[src/rtl/systolic_fir_engine.sv]
// systolic_fir_engine: TAPS-point FIR over an unsigned, valid-qualified sample
// stream. The coefficients are signed and writable at runtime. Each result is
// computed at full precision, shifted right arithmetically, clamped to the
// output range and emitted with a fixed latency of 3 cycles after the sample
// that produced it was accepted.
module systolic_fir_engine #(
  parameter int TAPS   = 8,
  parameter int DATA_W = 8,
  parameter int COEF_W = 8,
  parameter int OUT_W  = 8,
  parameter int SHIFT  = 0
) (
  input  logic                      clk,
  input  logic                      rst_n,
  input  logic                      in_valid,
  input  logic [DATA_W-1:0]         in_data,
  input  logic                      coef_we,
  input  logic [$clog2(TAPS)-1:0]   coef_addr,
  input  logic [COEF_W-1:0]         coef_data,
  input  logic                      flush,
  output logic                      out_valid,
  output logic [OUT_W-1:0]          out_data,
  output logic                      sat_flag,
  output logic                      window_full
);

  localparam int AW     = $clog2(TAPS);
  localparam int PROD_W = DATA_W + COEF_W + 1;
  localparam int ACC_W  = DATA_W + COEF_W + $clog2(TAPS) + 1;
  localparam logic signed [ACC_W-1:0] MAX_OUT =
    $signed({{(ACC_W-OUT_W){1'b0}}, {OUT_W{1'b1}}});

  logic        [DATA_W-1:0] win  [TAPS];
  logic signed [COEF_W-1:0] coef [TAPS];
  logic signed [PROD_W-1:0] prod [TAPS];
  logic        [AW-1:0]     fill_cnt;
  logic                     acc_v, prod_v, sum_v;
  logic                     wr_pend;
  logic        [AW-1:0]     wr_addr;
  logic signed [COEF_W-1:0] wr_data;
  logic signed [ACC_W-1:0]  sum_c, sum_q, shifted;
  logic        [OUT_W-1:0]  sat_val;
  logic                     clip;

  // Sample window, fill counter and the emit tag for the newly accepted sample.
  always_ff @(posedge clk) begin
    if (!rst_n || flush) begin
      for (int k = 0; k < TAPS; k++) win[k] <= '0;
      fill_cnt    <= '0;
      window_full <= 1'b0;
      acc_v       <= 1'b0;
    end else begin
      // NOTE: non-blocking assignments here so that every window tap shifts
      // from its pre-edge neighbour, independent of statement order.
      acc_v <= in_valid && (window_full || fill_cnt == AW'(TAPS-1));
      if (in_valid) begin
        win[0] <= in_data;
        for (int k = 1; k < TAPS; k++) win[k] <= win[k-1];
        if (fill_cnt == AW'(TAPS-1)) window_full <= 1'b1;
        else                         fill_cnt    <= fill_cnt + 1'b1;
      end
    end
  end

  // Coefficient bank. A write is captured on its own edge and committed to the
  // bank one edge later. The product stage for a sample accepted on the write
  // edge therefore still reads the old set, and every later sample reads the
  // new one. Flush does not disturb this path.
  always_ff @(posedge clk) begin
    if (!rst_n) begin
      // NOTE: the coefficient bank is reset, unlike the datapath registers,
      // because reset must restore the identity filter.
      for (int k = 0; k < TAPS; k++) coef[k] <= (k == 0) ? COEF_W'(1) : '0;
      wr_pend <= 1'b0;
      wr_addr <= '0;
      wr_data <= '0;
    end else begin
      if (wr_pend) coef[wr_addr] <= wr_data;
      wr_pend <= coef_we && (int'(coef_addr) < TAPS);
      wr_addr <= coef_addr;
      wr_data <= coef_data;
    end
  end

  // Stage 1: one signed product per tap. The sample is zero-extended so that
  // it stays non-negative.
  always_ff @(posedge clk) begin
    for (int k = 0; k < TAPS; k++)
      prod[k] <= coef[k] * $signed({1'b0, win[k]});
    prod_v <= rst_n && !flush && acc_v;
  end

  // Full-precision sum of all tap products.
  always_comb begin
    // NOTE: a default value comes first so that no path leaves sum_c unassigned
    // and a latch is never inferred.
    sum_c = '0;
    for (int k = 0; k < TAPS; k++) sum_c = sum_c + ACC_W'(prod[k]);
  end

  // Stage 2: register the adder-tree result.
  always_ff @(posedge clk) begin
    sum_q <= sum_c;
    sum_v <= rst_n && !flush && prod_v;
  end

  // Arithmetic shift, then clamp to the unsigned output range.
  always_comb begin
    shifted = sum_q >>> SHIFT;
    clip    = 1'b0;
    sat_val = shifted[OUT_W-1:0];
    if (shifted < 0) begin
      clip    = 1'b1;
      sat_val = '0;
    end else if (shifted > MAX_OUT) begin
      clip    = 1'b1;
      sat_val = '1;
    end
  end

  // Stage 3: output registers. Data and flag hold their value between strobes.
  always_ff @(posedge clk) begin
    if (!rst_n) begin
      out_valid <= 1'b0;
      out_data  <= '0;
      sat_flag  <= 1'b0;
    end else begin
      out_valid <= sum_v && !flush;
      if (sum_v && !flush) begin
        out_data <= sat_val;
        sat_flag <= clip;
      end
    end
  end

endmodule

[config.mk]
export PLATFORM = sky130hd
export DESIGN_NAME = systolic_fir_engine
export DESIGN_NICKNAME = d
export VERILOG_FILES = /design/src/rtl/systolic_fir_engine.sv
export SDC_FILE = /design/constraint.sdc
export NUM_CORES = 2
export LEC_CHECK = 0
export ABC_AREA = 1
export CAP_MARGIN = 20
export CORE_ASPECT_RATIO = 0.5
export CORE_UTILIZATION = 50
export DETAILED_ROUTE_END_ITERATION = 16
export DONT_BUFFER_PORTS = 1
export PLACE_DENSITY = 0.68
export SLEW_MARGIN = 10
export SYNTH_ARGS = -nofsm -noshare
export SYNTH_HDL_FRONTEND = slang
export SYNTH_SLANG_ARGS = --single-unit
[constraint.sdc]
create_clock -name clk -period 11.9 [get_ports clk]
set_input_delay 1.785 -clock clk [delete_from_list [all_inputs] [get_ports clk]]
set_output_delay 1.785 -clock clk [all_outputs]
set_load 0.1 [all_outputs]
==> results.yml <==
place:
  placement.io_buffers: 0
  place_congestion: 0.931
  dpl.hpwl_microns: 62500
logic_synthesis:
  ys_seq_elements: 313
  syn_nets: 4560
  seq_area_frac_synth_pct: 24.2
  synth_cells: 3769
  syn_area_sq_um: 31200
  synth.distinct_cells: 32
  ys_warn_count: 0
  syn_avg_cell_area_sq_um: 8.27
global_routing:
  antenna_found_initial: 9
  grt_pass1_vias: 22300
  track_usage_pct: 25.1
  grt_pass1_wl_microns: 121000
  grt_overflow: 0
  grt_max_degree: 65
sta:
  setup_viol: 0
  post-route-min-period_ns: 4.12
  slew_headroom_pct: 26.7
  fmax_mhz: 243
  slew_violations: 0
  worst_pin_slew_ns: 1.10
  hold_violations: 0
  fin_crit_sh_pct: 34.6
  rsz0062_at_grt: "false"
  setup_tns_ns: 0
  timing.hold.ws_ns: 0.410
  finClkSkew_ns: 0.0125
setup_path:
  r2r-end: "prod[1][32]"
  crit_arrival_ns: 4.62
  worst_setup_path_end_kind: "register"
  r2r_slack_ns: 7.78
  slowest_stage: "edfxtp_1"
  cp_max_fo: 9
  crit_path_frequent_cell: "nand2_1"
  start_kind: "register"
  timing.rr.start: "win[0][30]"
  reg2regPathDepth: 17
  cp.required_ns: 12.40
  crit_chain: "nand2_1 > fa_1 > fa_1 > inv_1 > fa_1 > inv_1 > fa_1 > inv_1 > ha_1 > a21oi_1 > nor2_1 > nor2_1 > nand2_1 > nand2_1 > nand2_1 > nand2_1 > nand2_1"
  max_stage_delay_ns: 0.62
  path_class: "reg2reg"
clock_network:
  clk_pin_slew_ns: 0.07
  cts_max_path_buffers: 3
  cts_root_buffer: "clkbuf_16"
  ctsHoldBuffers: 0
  cts_tree: "built"
  cts_buffers: 31
  clk_latency_ns: 0.62
  clock-sinks: 313
  cts.repair.resized: 0
  post_cts_buffers: 0
  htreeDepth: 1
power:
  fin_total_pwr_mw: 4.62
  ir_drop_uv: 205
  leakagePower_nw: 19.2
  p_per_area_nw_per_um2: 141
worst_hold_path:
  holdPathStages: 2
  hold_end: "prod_v"
  hp-class: "reg2reg"
  hp-start: "acc_v"
routing:
  first_pass_iters: 5
  viasPerCell: 4.91
  drt-initial-drc-count: 1804
  drc: 0
  antenna_left: 0
  wl_per_cell_microns: 16.8
  num_vias: 22200
  routed_wl_microns: 76100
floorplanning:
  die_h_microns: 179
  core.rowCount: 64
  die_w_microns: 355
  dieArea_sq_um: 63400
  ios: 35
  start_util_pct: 50.8
  core_area_sq_um: 61300
final_layout:
  drive_gt1_share_pct: 2.38
  fin_nets: 4467
  syn2layout_area_growth_pct: 5.28
job:
  max_cap_viol_count: 0
run_status:
  status: "finished, final reports clean"
-- how the worst max path moves through the flow --
stage                           from           to  depth (start not counted)
after CTS                 coef[7][7]  prod[3][33]                         14
after global routing      coef[6][7]  prod[3][15]                         19
after global placement    win[0][30]  prod[1][32]                         17
after detailed placement  coef[7][7]  prod[3][33]                         14
after floorplan            win[1][5]  prod[2][14]                         20
final                     win[0][30]  prod[1][32]                         17
-- cells in the mapped netlist, drive strengths merged --
cell type	instances	share of area, %
nand2	869	10
buf	5	0.12
o21ai	33	0.63
or2	6	0.12
o21a	4	0.096
nor2	243	3.0
nand3	70	1.1
xnor2	20	0.56
a21oi	85	1.4
o211ai	2	0.048
inv	1107	13
clkbuf	124	1.5
o21bai	1	0.024
nor3	18	0.33
edfxtp	128	12
a31oi	11	0.22
fa	401	26
and2	2	0.040
nor3b	1	0.040
a21o	8	0.19
nand4	15	0.30
ha	366	15
dfxtp	185	12
nand3b	10	0.24
xor2	55	1.5
-- layer usage --
metal	vias up	track usage, %	part of all wire (%)	wire, microns
li1	10700	-	-	-
met4	6	7.60	3.2	2430
met1	10700	35.3	46	34800
met2	677	39.4	44	33200
met5	-	0	0.053	40
met3	116	4.78	7.4	5650
-- cell families after synthesis --
group	count (synthesis)	share of synthesized area, %
AO/OA/AOI/OAI	144	2.57
buffers and inverters	1236	14.9
AND/OR/NAND/NOR	1234	15.7
flip-flops	313	24.2
XOR/XNOR	75	2.11
adder cells (fa/ha/maj)	767	40.5
-- critical path: cells and delay by family, from the launching register on --
family / cells / cell delay (ns)
flops: 1 / 0.62
buf+inv: 3 / 0.14
fa+ha+maj: 5 / 2.36
compound gates: 1 / 0.22
simple gates: 8 / 0.67
-- sequential cells by signal, summed over array words and instances, names as in the netlist --
signal / cells
wr_data: 8
win: 64
window_full: 1
out_valid: 1
out_data: 8
shifted: 20
prod: 136
sat_flag: 1
wr_pend: 1
coef: 64
sum_v: 1
prod_v: 1
acc_v: 1
wr_addr: 3
fill_cnt: 3
-- cell type report --
cell class	instances	area, sq um
fill	5769	28500
multi-input combinational	2220	19000
sequential	313	7550
inverter	1107	4160
tap	825	1030
clock buffer	42	911
clock inverter	16	166
timing repair buffer	3	22.5
antenna	2	5.00
-- layout by cell type, fill, tap and decap left out, types with 34 or more instances in the layout --
cell type  netlist  layout
dfxtp_1        185     185
a21oi_1         85      85
nand3_1         70      70
nand2_1        869     867
inv_1         1105    1105
fa_1           401     401
xor2_1          55      55
ha_1           366     366
clkbuf_16        0      34
edfxtp_1       128     128
nor2_1         230     230
-- through the flow --
| stage | cell area [sq um] | setup slack [ns] | utilization, % | std cells |
|---|---|---|---|---|
| CTS | 32800 | 7.78 | 53.5 | 4526 |
| global placement | 31700 | 7.83 | 51.7 | 4468 |
| global route | 32800 | 7.46 | 53.5 | 4527 |
| floorplan | 31200 | 8.08 | - | 3769 |
| detailed placement | 31700 | 7.78 | 51.7 | 4468 |
| finish | 32800 | 7.78 | 53.5 | 4528 |
-- power breakdown --
part | total, mW | switching, mW | internal [mW] | leakage, nW
combinational | 2.24 | 1.41 | 0.833 | 15.7
sequential | 1.33 | 0.0823 | 1.25 | 2.97
clock | 1.05 | 0.463 | 0.587 | 0.535
total | 4.62 | 1.95 | 2.67 | 19.2
No activity file was read; power rests on OpenSTA's default activity.
